--- config.mk ---
export PLATFORM = sky130hd
export DESIGN_NAME = md_rom_loader
export DESIGN_NICKNAME = d
export VERILOG_FILES = /design/src/rtl/md_rom_loader.sv
export SDC_FILE = /design/constraint.sdc
export NUM_CORES = 1
export LEC_CHECK = 0
export BUFFER_PORTS_ARGS = -buffer_cell sky130_fd_sc_hd__buf_4
export CORE_UTILIZATION = 35
export DETAILED_ROUTE_END_ITERATION = 7
export GPL_ROUTABILITY_DRIVEN = 0
export HOLD_SLACK_MARGIN = 0.15
export PLACE_DENSITY_LB_ADDON = 0.08
export SLEW_MARGIN = 0
export SYNTH_ARGS = -nofsm -noshare
export SYNTH_HDL_FRONTEND = slang
export SYNTH_SLANG_ARGS = --single-unit
--- constraint.sdc ---
create_clock -name clk -period 5.7 [get_ports clk]
set_input_delay 0.855 -clock clk [delete_from_list [all_inputs] [get_ports clk]]
set_output_delay 0.855 -clock clk [all_outputs]
set_load 0.03 [all_outputs]
--- src/rtl/md_rom_loader.sv ---
// md_rom_loader: packs the iosys loader byte stream into SDRAM words and hands them to a
// toggle req/ack write port through a 2-entry queue; also reports load size and gates the core.
module md_rom_loader #(
    parameter int                DATA_W     = 16,
    parameter int                ADDR_W     = 25,
    parameter bit                BIG_ENDIAN = 1'b1,
    parameter logic [ADDR_W-1:0] BASE_1     = 25'h0000000,
    parameter logic [ADDR_W-1:0] BASE_2     = 25'h0820000,
    parameter logic [ADDR_W-1:0] BASE_3     = 25'h0830000
) (
    input  logic                                clk,
    input  logic                                reset,
    input  logic [2:0]                          loading,
    input  logic [7:0]                          do_data,
    input  logic                                do_valid,
    output logic [ADDR_W-$clog2(DATA_W/8)-1:0]  mem_addr,
    output logic [DATA_W-1:0]                   mem_wdata,
    output logic [DATA_W/8-1:0]                 mem_be,
    output logic                                mem_req,
    input  logic                                mem_ack,
    output logic                                core_on,
    output logic [ADDR_W-1:0]                   rom_size,
    output logic                                done,
    output logic                                overflow
);

    localparam int LANES   = DATA_W / 8;
    localparam int LSB     = $clog2(LANES);
    localparam int WADDR_W = ADDR_W - LSB;

    typedef enum logic [1:0] {
        ST_IDLE  = 2'd0,
        ST_LOAD  = 2'd1,
        ST_FLUSH = 2'd2,
        ST_DONE  = 2'd3
    } state_t;

    function automatic logic [DATA_W-1:0] place_byte(input logic [DATA_W-1:0] word,
                                                     input logic [7:0]        data,
                                                     input logic [LSB-1:0]    lane);
        logic [DATA_W-1:0] res;
        int                pos;
        res = word;
        pos = BIG_ENDIAN ? (LANES - 1 - int'(lane)) : int'(lane);
        res[pos*8 +: 8] = data;
        return res;
    endfunction

    function automatic logic [LANES-1:0] fill_be(input logic [LSB-1:0] filled);
        logic [LANES-1:0] res;
        res = {LANES{1'b0}};
        for (int k = 0; k < LANES; k++) begin
            if (k < int'(filled)) begin
                res[BIG_ENDIAN ? (LANES - 1 - k) : k] = 1'b1;
            end
        end
        return res;
    endfunction

    // Loading codes 4..7 fall back to the cartridge ROM region.
    function automatic logic [ADDR_W-1:0] region_base(input logic [2:0] sel);
        logic [ADDR_W-1:0] res;
        case (sel)
            3'd2:    res = BASE_2;
            3'd3:    res = BASE_3;
            default: res = BASE_1;
        endcase
        return res;
    endfunction

    state_t               state_r;
    state_t               state_n;
    logic [2:0]           loading_prev_r;
    logic [WADDR_W-1:0]   base_w_r;
    logic [ADDR_W-1:0]    count_r;
    logic [DATA_W-1:0]    word_r;
    logic                 flushed_r;
    logic                 pending_r;
    logic                 ack_prev_r;

    logic [WADDR_W-1:0]   fifo_addr_r [2];
    logic [DATA_W-1:0]    fifo_data_r [2];
    logic [LANES-1:0]     fifo_be_r   [2];
    logic                 wr_ptr_r;
    logic                 rd_ptr_r;
    logic [1:0]           fifo_cnt_r;

    logic [LSB-1:0]       lane_s;
    logic                 sat_s;
    logic                 last_lane_s;
    logic                 start_s;
    logic                 byte_s;
    logic                 accept_s;
    logic [DATA_W-1:0]    packed_s;
    logic                 tail_s;
    logic                 push_s;
    logic                 push_ok_s;
    logic [WADDR_W-1:0]   push_addr_s;
    logic [DATA_W-1:0]    push_data_s;
    logic [LANES-1:0]     push_be_s;
    logic                 ack_edge_s;
    logic                 ready_s;
    logic                 pop_s;
    logic                 drop_s;
    logic                 flush_done_s;
    logic [ADDR_W-1:0]    base_sel_s;

    // Byte packing, queue push/pop decisions and port readiness.
    always_comb begin
        lane_s       = count_r[LSB-1:0];
        sat_s        = &count_r;
        last_lane_s  = &lane_s;
        start_s      = (state_r == ST_IDLE) && (loading != 3'd0) && (loading_prev_r == 3'd0);
        byte_s       = (state_r == ST_LOAD) && do_valid;
        accept_s     = byte_s && !sat_s;
        packed_s     = place_byte((lane_s == {LSB{1'b0}}) ? {DATA_W{1'b0}} : word_r, do_data, lane_s);
        tail_s       = (state_r == ST_FLUSH) && !flushed_r && (lane_s != {LSB{1'b0}});
        push_s       = (accept_s && last_lane_s) || tail_s;
        push_addr_s  = base_w_r + count_r[ADDR_W-1:LSB];
        if (tail_s) begin
            push_data_s = word_r;
            push_be_s   = fill_be(lane_s);
        end else begin
            push_data_s = packed_s;
            push_be_s   = {LANES{1'b1}};
        end
        // Completion is an ack toggle, so a stale ack from before reset cannot match a new request level.
        ack_edge_s   = (mem_ack != ack_prev_r);
        ready_s      = !pending_r || ack_edge_s;
        pop_s        = (fifo_cnt_r != 2'd0) && ready_s;
        push_ok_s    = push_s && ((fifo_cnt_r != 2'd2) || pop_s);
        drop_s       = (push_s && !push_ok_s) || (byte_s && sat_s);
        flush_done_s = (state_r == ST_FLUSH) && flushed_r && (fifo_cnt_r == 2'd0) && !pending_r;
        base_sel_s   = region_base(loading);
    end

    // Load sequencing: idle, accept bytes, drain the tail, then a single done cycle.
    always_comb begin
        state_n = state_r;
        case (state_r)
            ST_IDLE: begin
                if (start_s) begin
                    state_n = ST_LOAD;
                end else begin
                    state_n = ST_IDLE;
                end
            end
            ST_LOAD: begin
                if (loading == 3'd0) begin
                    state_n = ST_FLUSH;
                end else begin
                    state_n = ST_LOAD;
                end
            end
            ST_FLUSH: begin
                if (flush_done_s) begin
                    state_n = ST_DONE;
                end else begin
                    state_n = ST_FLUSH;
                end
            end
            ST_DONE: state_n = ST_IDLE;
            default: state_n = ST_IDLE;
        endcase
    end

    // State register.
    always_ff @(posedge clk) begin
        if (reset) begin
            state_r <= ST_IDLE;
        end else begin
            state_r <= state_n;
        end
    end

    // Per-load bookkeeping: region, byte count, word assembly and status outputs.
    always_ff @(posedge clk) begin
        if (reset) begin
            loading_prev_r <= 3'd0;
            base_w_r       <= {WADDR_W{1'b0}};
            count_r        <= {ADDR_W{1'b0}};
            word_r         <= {DATA_W{1'b0}};
            flushed_r      <= 1'b0;
            overflow       <= 1'b0;
            core_on        <= 1'b0;
            rom_size       <= {ADDR_W{1'b0}};
            done           <= 1'b0;
        end else begin
            loading_prev_r <= loading;
            done           <= flush_done_s;
            if (start_s) begin
                base_w_r  <= base_sel_s[ADDR_W-1:LSB];
                count_r   <= {ADDR_W{1'b0}};
                word_r    <= {DATA_W{1'b0}};
                flushed_r <= 1'b0;
                overflow  <= 1'b0;
                core_on   <= 1'b0;
            end else begin
                if (accept_s) begin
                    count_r <= count_r + {{(ADDR_W-1){1'b0}}, 1'b1};
                    word_r  <= packed_s;
                end
                if (state_r == ST_FLUSH) begin
                    flushed_r <= 1'b1;
                end
                if (drop_s) begin
                    overflow <= 1'b1;
                end
                if (flush_done_s) begin
                    core_on  <= 1'b1;
                    rom_size <= count_r;
                end
            end
        end
    end

    // Queue pointers and the write port; one request in flight, fields held until acked.
    always_ff @(posedge clk) begin
        if (reset) begin
            wr_ptr_r   <= 1'b0;
            rd_ptr_r   <= 1'b0;
            fifo_cnt_r <= 2'd0;
            pending_r  <= 1'b0;
            ack_prev_r <= mem_ack;
            mem_req    <= 1'b0;
            mem_addr   <= {WADDR_W{1'b0}};
            mem_wdata  <= {DATA_W{1'b0}};
            mem_be     <= {LANES{1'b0}};
        end else begin
            ack_prev_r <= mem_ack;
            if (push_ok_s) begin
                wr_ptr_r <= ~wr_ptr_r;
            end
            if (pop_s) begin
                rd_ptr_r  <= ~rd_ptr_r;
                mem_addr  <= fifo_addr_r[rd_ptr_r];
                mem_wdata <= fifo_data_r[rd_ptr_r];
                mem_be    <= fifo_be_r[rd_ptr_r];
                mem_req   <= ~mem_req;
                pending_r <= 1'b1;
            end else if (ack_edge_s) begin
                pending_r <= 1'b0;
            end
            case ({push_ok_s, pop_s})
                2'b10:   fifo_cnt_r <= fifo_cnt_r + 2'd1;
                2'b01:   fifo_cnt_r <= fifo_cnt_r - 2'd1;
                default: fifo_cnt_r <= fifo_cnt_r;
            endcase
        end
    end

    // Queue storage; occupancy is tracked separately so contents need no reset.
    always_ff @(posedge clk) begin
        if (push_ok_s) begin
            fifo_addr_r[wr_ptr_r] <= push_addr_s;
            fifo_data_r[wr_ptr_r] <= push_data_s;
            fifo_be_r[wr_ptr_r]   <= push_be_s;
        end
    end

endmodule

# After elaboration in Yosys (flattened, before gate mapping)
# Memory sizes are Yosys's and may differ from the RTL's. A register that Yosys moved wholly into a read port is not among the register bits.
# Cells that the tools add are included.
# totals
out_inout_bits,71
memories,3
regBits,106
mem_bits_rw,84
word_cells,89
in_bits,15
# memory_table
name,words,word_bits,rd,rd_ports_with_merged_regs,write_ports,line,rtl
fifo_addr_r,2,24,1,1,1,81,logic [WADDR_W-1:0] fifo_addr_r [2];
fifo_data_r,2,16,1,1,1,82,logic [DATA_W-1:0] fifo_data_r [2];
fifo_be_r,2,2,1,1,1,83,logic [LANES-1:0] fifo_be_r [2];
# op_classes
magnitude_cmp,1
n_mux,15
n_shift,2
n_eq_ne,9
n_reduce_logical,33
n_addsub,6
bitwise_logic,4
# op_table
operator,count
$pmux 24 s2,1
$neg 5->33,1
$shift 8x33->16 const A,1
$shiftx 8x33->16,1
$mux 16,2
$add 25x1->25 const B,1
$reduce_and 25->1,1
$add 24x24->24,1
$bwmux 16,1
$logic_and 1x1->1,14
$pmux 2 s4,1
$mux 1,7
$eq 2x2->1 const B,3
$eq 3x2->1 const B,2
$logic_not 3->1,2
$reduce_bool 2->1,3
$eq 2x1->1 const B,2
$logic_not 1->1,4
$logic_not 2->1,2
$logic_or 1x1->1,4
$mux 2,2
$not 1->1,4
$pmux 2 s2,1
$reduce_bool 3->1,1
8 further kinds,8

# Longest topological paths before layout
# Gate-level depths: netlist of run 1.
# depth
depth_word,9
ltp_mapped,8
mapped_depth_nobuf,6

# Worst setup path after synthesis of run 1
# No wires, ideal clock.
# synth_path
path_kind,in2reg
from,in do_valid
to,mem fifo_addr_r[1][0] (netlist bit) (enable)
required_time_ns,5.198
setup_ns,0.502
cell_stages,5
n_path_buf,1
slack_ns,0.534
arrival_ns,4.664
cell_sequence,and3b_1 -> clkbuf_1 -> o21a_1 -> o21ai_2 -> nor3b_1
# synth_between
elab_chain_len,7
# synth_lines
item,line,rtl
start: declaration,15,"input logic do_valid,"
$logic_and 1x1->1,114,byte_s = (state_r == ST_LOAD) && do_valid;
$logic_and 1x1->1,115,accept_s = byte_s && !sat_s;
$logic_and 1x1->1,118,push_s = (accept_s && last_lane_s) || tail_s;
$logic_or 1x1->1,118,
$logic_and 1x1->1,131,push_ok_s = push_s && ((fifo_cnt_r != 2'd2) || pop_s);
$mux 1,254,if (push_ok_s) begin
$mux 1 (not written as such),255,fifo_addr_r[wr_ptr_r] <= push_addr_s;
end: declaration,81,
# Every way passes these cells.

# Worst setup path after layout of run 1
# layout_path
from,reg count_r[0]
to,mem fifo_addr_r[0][14] (netlist bit) (enable)
# layout_between
elab_chain_len,8
elab_cells_between_ends,9
cone_classes,mux (2); reduce/logical (7)
# layout_lines
item,line,rtl
start: declaration,75,logic [ADDR_W-1:0] count_r;
start signal: assignment,181,count_r <= {ADDR_W{1'b0}};
start signal: assignment,193,count_r <= {ADDR_W{1'b0}};
start signal: assignment,200,"count_r <= count_r + {{(ADDR_W-1){1'b0}}, 1'b1};"
$reduce_and 25->1,111,sat_s = &count_r;
$logic_not 1->1,115,
$logic_and 1x1->1,115,
$logic_and 1x1->1,118,
$logic_or 1x1->1 *,118,
$logic_and 1x1->1 *,131,
$mux 1 *,254,
$mux 1 (not written as such) *,255,
# Every way passes the cells marked *; elsewhere a longest branch is shown, timed or not.

==> impl_metrics.yaml, run 1 <==
setup_path:
  worstSetupPathType: "reg2reg"
  cp.required_ps: 5810
  crit_chain: "nor4bb_4 -> o21a_1 -> o21ai_2 -> or3_1 -> inv_2"
  cp-end-kind: "register"
  regToRegStartpoint: "count_r[0]"
  path_buf_inv: 1
  critPathArrivalTime_ps: 3930
  reg2reg_to: "fifo_addr_r[0][14]"
  max_stage_delay_ps: 1080
  critPathMaxFanout: 42
  cp_top_family: "simple AND/OR/NAND/NOR gates"
  r2r_slack_ps: 1890
  crit_slowest_cell: "dfxtp_1"
  rr_worst_depth: 5
  start_kind: "register"
die:
  initial_core_util_pct: 36.0
  rows: 55
  die_x_um: 155
  dieArea_sq_um: 24000
  die-height_um: 155
  core_sq_um: 22800
  io_pins: 86
logic_synthesis:
  yosysSeqAreaShare_pct: 61.5
  synth.avg_cell_area_sq_um: 11.1
  ys_warn_count: 0
  ys.flop_type: "dfxtp_1"
  ys_seq_elements: 210
  synth_edf_count: 84
  synth.distinct_cells: 56
  synthArstFlopShare_pct: 0
  netlist_area_sq_um: 8200
  syn_inst: 741
clock_tree:
  cts_setup_buffers: 0
  cts.path.max_buffers: 3
  cts_sinks: 210
  cts_root_buf: "clkbuf_16"
  clk_latency_ps: 500
  clk_pin_slew_ps: 60
  cts_tree: "yes"
  cts.repair.resized: 0
  htreeDepth: 1
  cts_hold_buf: 0
  cts_made_buffers: 23
timing:
  period_needed_ps: 3810
  setup_viol: 0
  maxSlewViolCount: 0
  fin_skew_ps: 13.1
  max_freq_mhz: 262
  rsz0062_at_grt: "false"
  tns_ps: 0
  hold_viol: 0
  hold-worst-slack_ps: 454
  post-route-period-util_pct: 66.9
  tightest_slew_ps: 1140
  max_slew_margin_pct: 23.7
power_and_ir_drop:
  switchingPower_w: 0.000661
  ir_worst_vdd_v: 0.000152
  power.leakage_nw: 3.21
  internal_power_w: 0.00255
  pwr-share-comb_pct: 3.1
  swShare_pct: 20.6
  p_clk_share_pct: 47.8
  p_total_w: 0.00322
  power_density_nw_per_um2: 325
  seqPwrFrac_pct: 49.1
outcome:
  status: "finished clean"
place:
  port_buffers: 85
  post_dp_cell_area_sq_um: 9090
  dp_hpwl_mm: 11.5
  place_inst: 1097
drt:
  drt-total-wl_mm: 17.9
  drt_iter0_markers: 262
  dr.pass1.iters: 4
  wire_per_inst_um: 15.7
  via_per_inst: 4.88
  vias: 5559
  postRouteAntennaNets: 0
  drc_errors: 0
min_path:
  min_to: "word_r[13]"
  hold_start: "word_r[13]"
  hold_depth: 2
  min_path_type: "reg2reg"
global_route:
  gr-total-overflow: 0
  track_usage_pct: 15.0
  grt_max_degree: 83
  grt_pass1_vias: 5526
  grt_pass1_wl_mm: 28.8
  antenna_found_initial: 0
final_layout:
  stdcell_count: 1138
  final_common_cell: "dfxtp_1"
  syn2layout_area_growth_pct: 20.7
  final_layout_size_suffix_gt1_share_pct: 20.0
  layout_common_cells: "125 x dfxtp_1, 102 x nand2_1, 91 x buf_4, 84 x edfxtp_1, 76 x nor2_1"
  diodes: 0
  stdcell_area_sq_um: 9900
  nets: 829
flow_run:
  maxCapViolCount: 0
==> layer usage <==
layer / GRT usage, % / wire length (um) / vias up
li1: - / - / 2778
met2: 25.4 / 8410 / 111
met4: 4.81 / 415 / 0
met5: 0 / 0 / -
met1: 19.4 / 8270 / 2636
met3: 2.76 / 815 / 34
==> registers in the layout (all words and copies together) (netlist names), 2 cells and up, named ones only <==
signal / count
loading_prev_r: 3
fifo_data_r: 32
base_w_r: 2
fifo_be_r: 4
count_r: 25
word_r: 16
mem_addr: 24
fifo_cnt_r: 2
mem_wdata: 16
fifo_addr_r: 48
rom_size: 25
mem_be: 2
==> power by group through the flow <==
| stage | combinational, W | sequential (W) | clock, W |
|---|---|---|---|
| finish | 0.0000990 | 0.00158 | 0.00154 |
| detailed placement | 0.000100 | 0.00161 | 0 |
| global route | 0.000110 | 0.00158 | 0.00164 |
| floorplan | 0.0000627 | 0.00161 | 0 |
| global placement | 0.0000972 | 0.00161 | 0 |
| CTS | 0.000100 | 0.00158 | 0.00158 |
==> cells by family (layout without fill, tap and decap cells) <==
family / Yosys count / count (layout) / share of synthesized area (%)
adder cells (fa/ha/maj): 5 / 5 / 0.855
XOR/XNOR: 28 / 28 / 2.99
multiplexers: 51 / 51 / 6.35
AO/OA/AOI/OAI: 137 / 137 / 11.0
buffers and inverters: 57 / 140 / 2.96
flip-flops: 210 / 210 / 61.5
other: 1 / 2 / 0.0457
AND/OR/NAND/NOR: 252 / 252 / 14.3
==> layout make-up <==
cell class                 instances  area (sq um)
multi-input combinational        475          2940
timing repair buffer              91           683
clock buffer                      28           657
tap                              313           392
clock inverter                    13           146
sequential                       210          5050
fill                            2149         12900
inverter                           8          30.0
==> worst max-delay path by stage <==
| stage | from | endpoint | slack, ps | cells after the start |
|---|---|---|---|---|
| global route | count_r[0] | fifo_addr_r[0][18] | 1540 | 5 |
| detailed placement | count_r[0] | fifo_addr_r[0][14] | 1890 | 5 |
| CTS | count_r[0] | fifo_addr_r[0][18] | 1870 | 5 |
| finish | count_r[0] | fifo_addr_r[0][14] | 1890 | 5 |
| floorplan | do_valid | fifo_addr_r[1][0] | 530 | 5 |
| global placement | count_r[0] | fifo_data_r[0][14] | 2020 | 5 |
==> worst register-to-register path: stages (launching register included) <==
cell and delay [ps]:
dfxtp_1 1080, nor4bb_4 880, o21a_1 270, o21ai_2 90, or3_1 350, inv_2 740
==> Yosys cell counts (9+ instances only) <==
cell type	n	share of area (%)
edfxtp_1	84	31
o21ai_0	17	1.0
nor2_1	77	3.5
dfxtp_1	126	31
clkbuf_1	31	1.4
a211oi_1	43	3.9
xnor2_1	19	2.0
xor2_1	9	0.96
a21oi_1	49	3.0
nand3_1	16	0.98
mux2i_1	43	5.3
nand2_1	102	4.7
a21oi_2	10	1.1
==> per-stage QoR <==
stage	setup WS [ps]	util, %
floorplan	534	-
global placement	2020	39.9
detailed placement	1890	39.9
CTS	1870	43.4
global route	1540	43.4
finish	1890	43.4
Note: power is estimated with default switching activity, not from simulation.
==> inputs of run 2 (changes only) <==
--- a/config.mk
+++ b/config.mk
@@ -5,6 +5,7 @@
 export SDC_FILE = /design/constraint.sdc
 export NUM_CORES = 1
 export LEC_CHECK = 0
+export ABC_AREA = 1
 export BUFFER_PORTS_ARGS = -buffer_cell sky130_fd_sc_hd__buf_4
 export CORE_UTILIZATION = 35
 export DETAILED_ROUTE_END_ITERATION = 7
==> constraint.sdc (replaced) <==
create_clock -name clk -period 3.05 [get_ports clk]
set_input_delay 0.4575 -clock clk [delete_from_list [all_inputs] [get_ports clk]]
set_output_delay 0.4575 -clock clk [all_outputs]
set_load 0.03 [all_outputs]
==> run 2 against run 1 <==
Net effect:
- final cell count rose by 8.0%
- worst hold slack got worse by 260 ps
- power rose to 2.6 times the previous value
- synthesized cell count rose by 14%
- non-clock buffer count rose by 8
- critical path type unchanged
- critical endpoint is now fifo_addr_r[1][15]
- largest cell class unchanged
- highest routed layer unchanged
==> impl_metrics.yaml, run 2 <==
outcome:
  status: "finished clean"
logic_synthesis:
  synth_top_area_share_pct: 31.2
  netlist_area_sq_um: 8090
  synthTopCellsByArea: "dfxtp_1 31%, edfxtp_1 31%, nand2_1 8.0%"
  synth.most_common_cell: "nand2_1"
  ys_warn_count: 0
  synth_common_cells: "173 x nand2_1, 126 x dfxtp_1, 97 x o21ai_0"
  ys_seq_elements: 210
  synth_top_area_cell: "dfxtp_1"
  ys.flop_type: "dfxtp_1"
  yosysSeqAreaShare_pct: 62.4
  synthArstFlopShare_pct: 0
  synth.distinct_cells: 37
  synth.avg_cell_area_sq_um: 9.55
  syn_inst: 847
  synth_edf_count: 84
setup_path:
  crit_chain: "ha_1 -> inv_1 -> nor2_1 -> nand2_2 -> nor2_4 -> nand2_4 -> nand3_2 -> nand2_1 -> nand2_1 -> nor2_4 -> buf_12"
  critPathArrivalTime_ps: 2420
  max_stage_delay_ps: 390
  crit_slowest_cell: "dfxtp_1"
  worstSetupPathType: "reg2reg"
  start_kind: "register"
  cp.required_ps: 3280
  critPathMaxFanout: 42
  cp-end-kind: "register"
power_and_ir_drop:
  power.leakage_nw: 3.76
  power_density_nw_per_um2: 849
  ir_worst_vdd_v: 0.000353
final_layout:
  largest_register_ffs: 48
  layout_common_cells: "173 x nand2_1, 126 x dfxtp_1, 97 x o21ai_0, 95 x buf_4, 84 x edfxtp_1"
  nets: 946
  regMostFlops: "fifo_addr_r"
  top_regs: "fifo_addr_r: 48 flops, fifo_data_r: 32 flops"
  final_common_cell: "nand2_1"
  diodes: 0
  final_layout_size_suffix_gt1_share_pct: 16.5
  syn2layout_area_growth_pct: 21.0
drt:
  dr.pass1.iters: 6
  via_per_inst: 4.74
  drc_errors: 0
  wire_per_inst_um: 15.8
  drt-total-wl_mm: 19.4
  vias: 5831
  drt_iter0_markers: 276
  postRouteAntennaNets: 0
global_route:
  grt_pass1_vias: 5604
  track_usage_pct: 16.7
  grt_max_degree: 66
  grt_pass1_wl_mm: 31.5
  gr-total-overflow: 0
  antenna_found_initial: 0
timing:
  maxSlewViolCount: 0
  max_slew_margin_pct: 57.0
  tightest_slew_ps: 639
  tns_ps: 0
  rsz0062_at_grt: "false"
  max_freq_mhz: 456
  period_needed_ps: 2190
  setup_viol: 0
  hold_viol: 0
  post-route-period-util_pct: 71.9
  fin_skew_ps: 11.4
  hold-worst-slack_ps: 191
clock_tree:
  cts_setup_buffers: 0
  cts_made_buffers: 24
  cts.repair.resized: 0
  clk_pin_slew_ps: 60
  htreeDepth: 1
  cts_tree: "yes"
  cts_sinks: 210
  cts.path.max_buffers: 3
  cts_root_buf: "clkbuf_16"
  clk_latency_ps: 500
min_path:
  min_path_type: "in2reg"
die:
  io_pins: 86
  core_sq_um: 22600
  initial_core_util_pct: 35.7
  die-height_um: 154
  dieArea_sq_um: 23700
  die_x_um: 154
  rows: 55
place:
  dp_hpwl_mm: 12.5
  port_buffers: 85
flow_run:
  maxCapViolCount: 0
[run 2: power breakdown]
| group | internal (W) | switching, W | total, W | leakage [nW] |
|---|---|---|---|---|
| clock network | 0.00159 | 0.00110 | 0.00269 | 0.380 |
| registers | 0.00325 | 0.000202 | 0.00345 | 1.80 |
| logic | 0.000691 | 0.00147 | 0.00217 | 1.58 |
[run 2: cell families after synthesis]
group / after synthesis / share of synthesized area [%]
AO/OA/AOI/OAI: 219 / 14.6
XOR/XNOR: 12 / 1.30
adder cells (fa/ha/maj): 5 / 0.867
buffers and inverters: 108 / 5.57
flip-flops: 210 / 62.4
other: 1 / 0.0464
AND/OR/NAND/NOR: 292 / 15.2
[run 2: repair_timing]
| item | in CTS | in global routing |
|---|---|---|
| hold buffers | 1 | 0 |
| endpoints found under the hold margin | 1 | 0 |
| setup endpoints to repair | 0 | 0 |
[run 2: layer usage]
| metal | GRT usage (%) | up-vias | part of all wire [%] |
|---|---|---|---|
| li1 | - | 3041 | - |
| met1 | 25.4 | 2657 | 53 |
| met2 | 24.7 | 107 | 42 |
| met3 | 2.59 | 26 | 3.9 |
| met4 | 3.81 | 0 | 1.4 |
| met5 | 0 | - | 0 |
[run 2: path summary, 6_finish.rpt]
check | startpoint | to | slack (ps) | cells past startpoint
setup / recovery | count_r[1] | fifo_addr_r[1][15] | 860 | 11
hold / removal | loading[1] | loading_prev_r[1] | 190 | 3
setup reg to reg | count_r[1] | fifo_addr_r[1][15] | 860 | 11
hold reg to reg | word_r[12] | word_r[12] | 440 | 2
[run 2: layout make-up]
class                      instances  area, sq um
sequential                       210         5040
timing repair buffer              99          783
fill                            2230        12900
multi-input combinational        530         2620
inverter                          61          231
clock buffer                      34          699
tap                              285          357
clock inverter                    10         48.8
[run 2: stage by stage]
stage	area, sq um	cells	setup WS [ps]	utilization (%)	power, W
final	9780	1229	856	43.2	0.00831
after global routing	9780	1229	633	43.2	0.00878
after CTS	9780	1229	861	43.2	0.00842
after detailed placement	9020	1184	879	39.9	0.00571
after global placement	9020	1184	857	39.9	0.00570
after floorplan	8090	848	330	-	0.00490
[run 2: critical path: cells and delay by family, from the launching register on]
| kind | cells | cell delay [ps] |
|---|---|---|
| simple gates | 8 | 1040 |
| flops | 1 | 390 |
| buf+inv | 2 | 240 |
| fa+ha+maj | 1 | 210 |
==> inputs of run 3 (changes only) <==
==> constraint.sdc (replaced) <==
create_clock -name clk -period 2.15 [get_ports clk]
set_input_delay 0.3225 -clock clk [delete_from_list [all_inputs] [get_ports clk]]
set_output_delay 0.3225 -clock clk [all_outputs]
set_load 0.03 [all_outputs]
==> run 3 against run 2 <==
Net effect:
- die area is the same
- final cell count grew 4.6%
- non-clock buffer count grew 60
- worst setup slack lost 620 ps
- register-to-register slack lost 620 ps
- critical path depth grew 3
- critical endpoint is now count_r[20]
==> impl_metrics.yaml, run 3 (same netlist as run 2, synthesis figures left out) <==
final_layout:
  regMostFlops: "fifo_addr_r"
  largest_register_ffs: 48
  nets: 1005
  diodes: 0
  stdcell_area_sq_um: 10300
  syn2layout_area_growth_pct: 27.3
  final_common_cell: "nand2_1"
  layout_common_cells: "171 x nand2_1, 138 x buf_4, 124 x dfxtp_1, 97 x o21ai_0, 84 x edfxtp_1"
  final_layout_size_suffix_gt1_share_pct: 19.8
  stdcell_count: 1286
  top_regs: "fifo_addr_r: 48 flops, fifo_data_r: 32 flops"
timing:
  tns_ps: 0
  max_slew_margin_pct: 65.2
  fin_skew_ps: 9.93
  setup_viol: 0
  tightest_slew_ps: 522
  post-route-period-util_pct: 89.0
  hold_viol: 0
  hold-worst-slack_ps: 293
  maxSlewViolCount: 0
  max_freq_mhz: 522
  period_needed_ps: 1910
  rsz0062_at_grt: "false"
setup_path:
  critPathMaxFanout: 19
  critPathArrivalTime_ps: 2350
  crit_slowest_cell: "dfxtp_2"
  rr_worst_depth: 14
  cp.required_ps: 2580
  worstSetupPathType: "reg2reg"
  cp-end-kind: "register"
  max_stage_delay_ps: 380
  start_kind: "register"
  reg2reg_to: "count_r[20]"
  regToRegStartpoint: "count_r[1]"
  cp_top_family: "simple AND/OR/NAND/NOR gates"
  r2r_slack_ps: 240
  path_buf_inv: 2
  crit_chain: "ha_4 -> inv_2 -> nor2_1 -> nand2_2 -> nor2_4 -> nand2_4 -> buf_4 -> nand2_8 -> nor2_4 -> nand2_1 -> nor2_1 -> nand2_1 -> nand2_1 -> nor2_1"
place:
  port_buffers: 85
  post_dp_cell_area_sq_um: 9390
  place_inst: 1224
  dp_hpwl_mm: 12.8
power_and_ir_drop:
  switchingPower_w: 0.00387
  ir_worst_vdd_v: 0.000441
  internal_power_w: 0.00784
  power_density_nw_per_um2: 1140
  pwr-share-comb_pct: 26.6
  swShare_pct: 33.0
  seqPwrFrac_pct: 41.7
  power.leakage_nw: 4.03
  p_clk_share_pct: 31.7
drt:
  drt-total-wl_mm: 19.6
  via_per_inst: 4.77
  dr.pass1.iters: 7
  wire_per_inst_um: 15.3
  drt_iter0_markers: 246
  drc_errors: 0
  vias: 6135
  postRouteAntennaNets: 0
clock_tree:
  cts.repair.resized: 0
  clk_latency_ps: 500
  cts.path.max_buffers: 3
  cts_sinks: 210
  htreeDepth: 1
  clk_pin_slew_ps: 60
  cts_made_buffers: 23
  cts_tree: "yes"
  cts_root_buf: "clkbuf_16"
global_route:
  grt_max_degree: 87
  antenna_found_initial: 0
  gr-total-overflow: 0
  grt_pass1_vias: 5778
  grt_pass1_wl_mm: 31.4
  track_usage_pct: 16.8
min_path:
  hold_depth: 5
  min_to: "pending_r"
  hold_start: "mem_ack"
  min_path_type: "in2reg"
die:
  die-height_um: 154
  core_sq_um: 22600
  die_x_um: 154
  dieArea_sq_um: 23700
  initial_core_util_pct: 35.7
  io_pins: 86
  rows: 55
outcome:
  status: "finished clean"
flow_run:
  maxCapViolCount: 0
run 3: cell count changes in the layout (fill, tap and decap cells not counted), moves of 2 or more:
cell	delta
buf_4	+43
nand2_1	-2
clkbuf_16	-2
dlygate4sd3_1	+15
buf_12	+2
dfxtp_1	-2
clkbuf_1	+7
clkinv_2	-8
dfxtp_2	+2
nand2_4	+2
run 3: how the worst max path moves through the flow:
stage / startpoint / end / slack (ps) / cells after the start
floorplan: count_r[1] / fifo_addr_r[1][0] / -4 / 10
global placement: mem_ack / fifo_data_r[0][13] / -10 / 9
detailed placement: mem_ack / fifo_data_r[0][10] / -6 / 9
CTS: count_r[1] / fifo_data_r[0][13] / 40 / 11
global route: count_r[1] / word_r[13] / 90 / 11
finish: count_r[1] / count_r[20] / 240 / 14
run 3: power groups by stage:
stage | registers [W] | clock network (W) | logic (W)
detailed placement | 0.00498 | 0 | 0.00313
finish | 0.00489 | 0.00371 | 0.00311
floorplan | 0.00571 | 0 | 0.00125
global route | 0.00495 | 0.00400 | 0.00341
CTS | 0.00490 | 0.00382 | 0.00315
global placement | 0.00498 | 0 | 0.00312
run 3: metal layers:
metal / global-route usage, % / part of all wire [%] / routed length, um
met1: 24.6 / 52 / 10300
met2: 26.0 / 43 / 8410
met3: 2.73 / 4.0 / 779
met4: 3.19 / 0.84 / 165
met5: 0 / 0 / 0
run 3: worst min-delay path, cell delays in order:
cell,delay (ps)
buf_4,110
inv_1,50
nand2_1,40
nand3_1,120
a21oi_1,80
run 3: stage by stage:
step / power [W] / setup WS [ps] / utilization, %
after floorplan: 0.00695 / -3.57 / -
after global placement: 0.00810 / -14.1 / 41.5
after detailed placement: 0.00811 / -5.52 / 41.5
after CTS: 0.0119 / 42.3 / 45.3
after global routing: 0.0124 / 93.9 / 45.4
final: 0.0117 / 236 / 45.4
run 3: repair_timing:
action,CTS,global route
endpoints found under the hold margin,19,0
hold buffers,16,0
endpoints found under the setup margin,0,28
buffers inserted,0,5
run 3: area by class of cell:
| type | count | area, sq um |
|---|---|---|
| Clock buffer | 38 | 662 |
| Clock inverter | 3 | 43.8 |
| Fill cell | 2207 | 12400 |
| Inverter | 61 | 231 |
| Multi-Input combinational cell | 530 | 2650 |
| Sequential cell | 210 | 5050 |
| Tap cell | 285 | 357 |
| Timing Repair Buffer | 159 | 1300 |
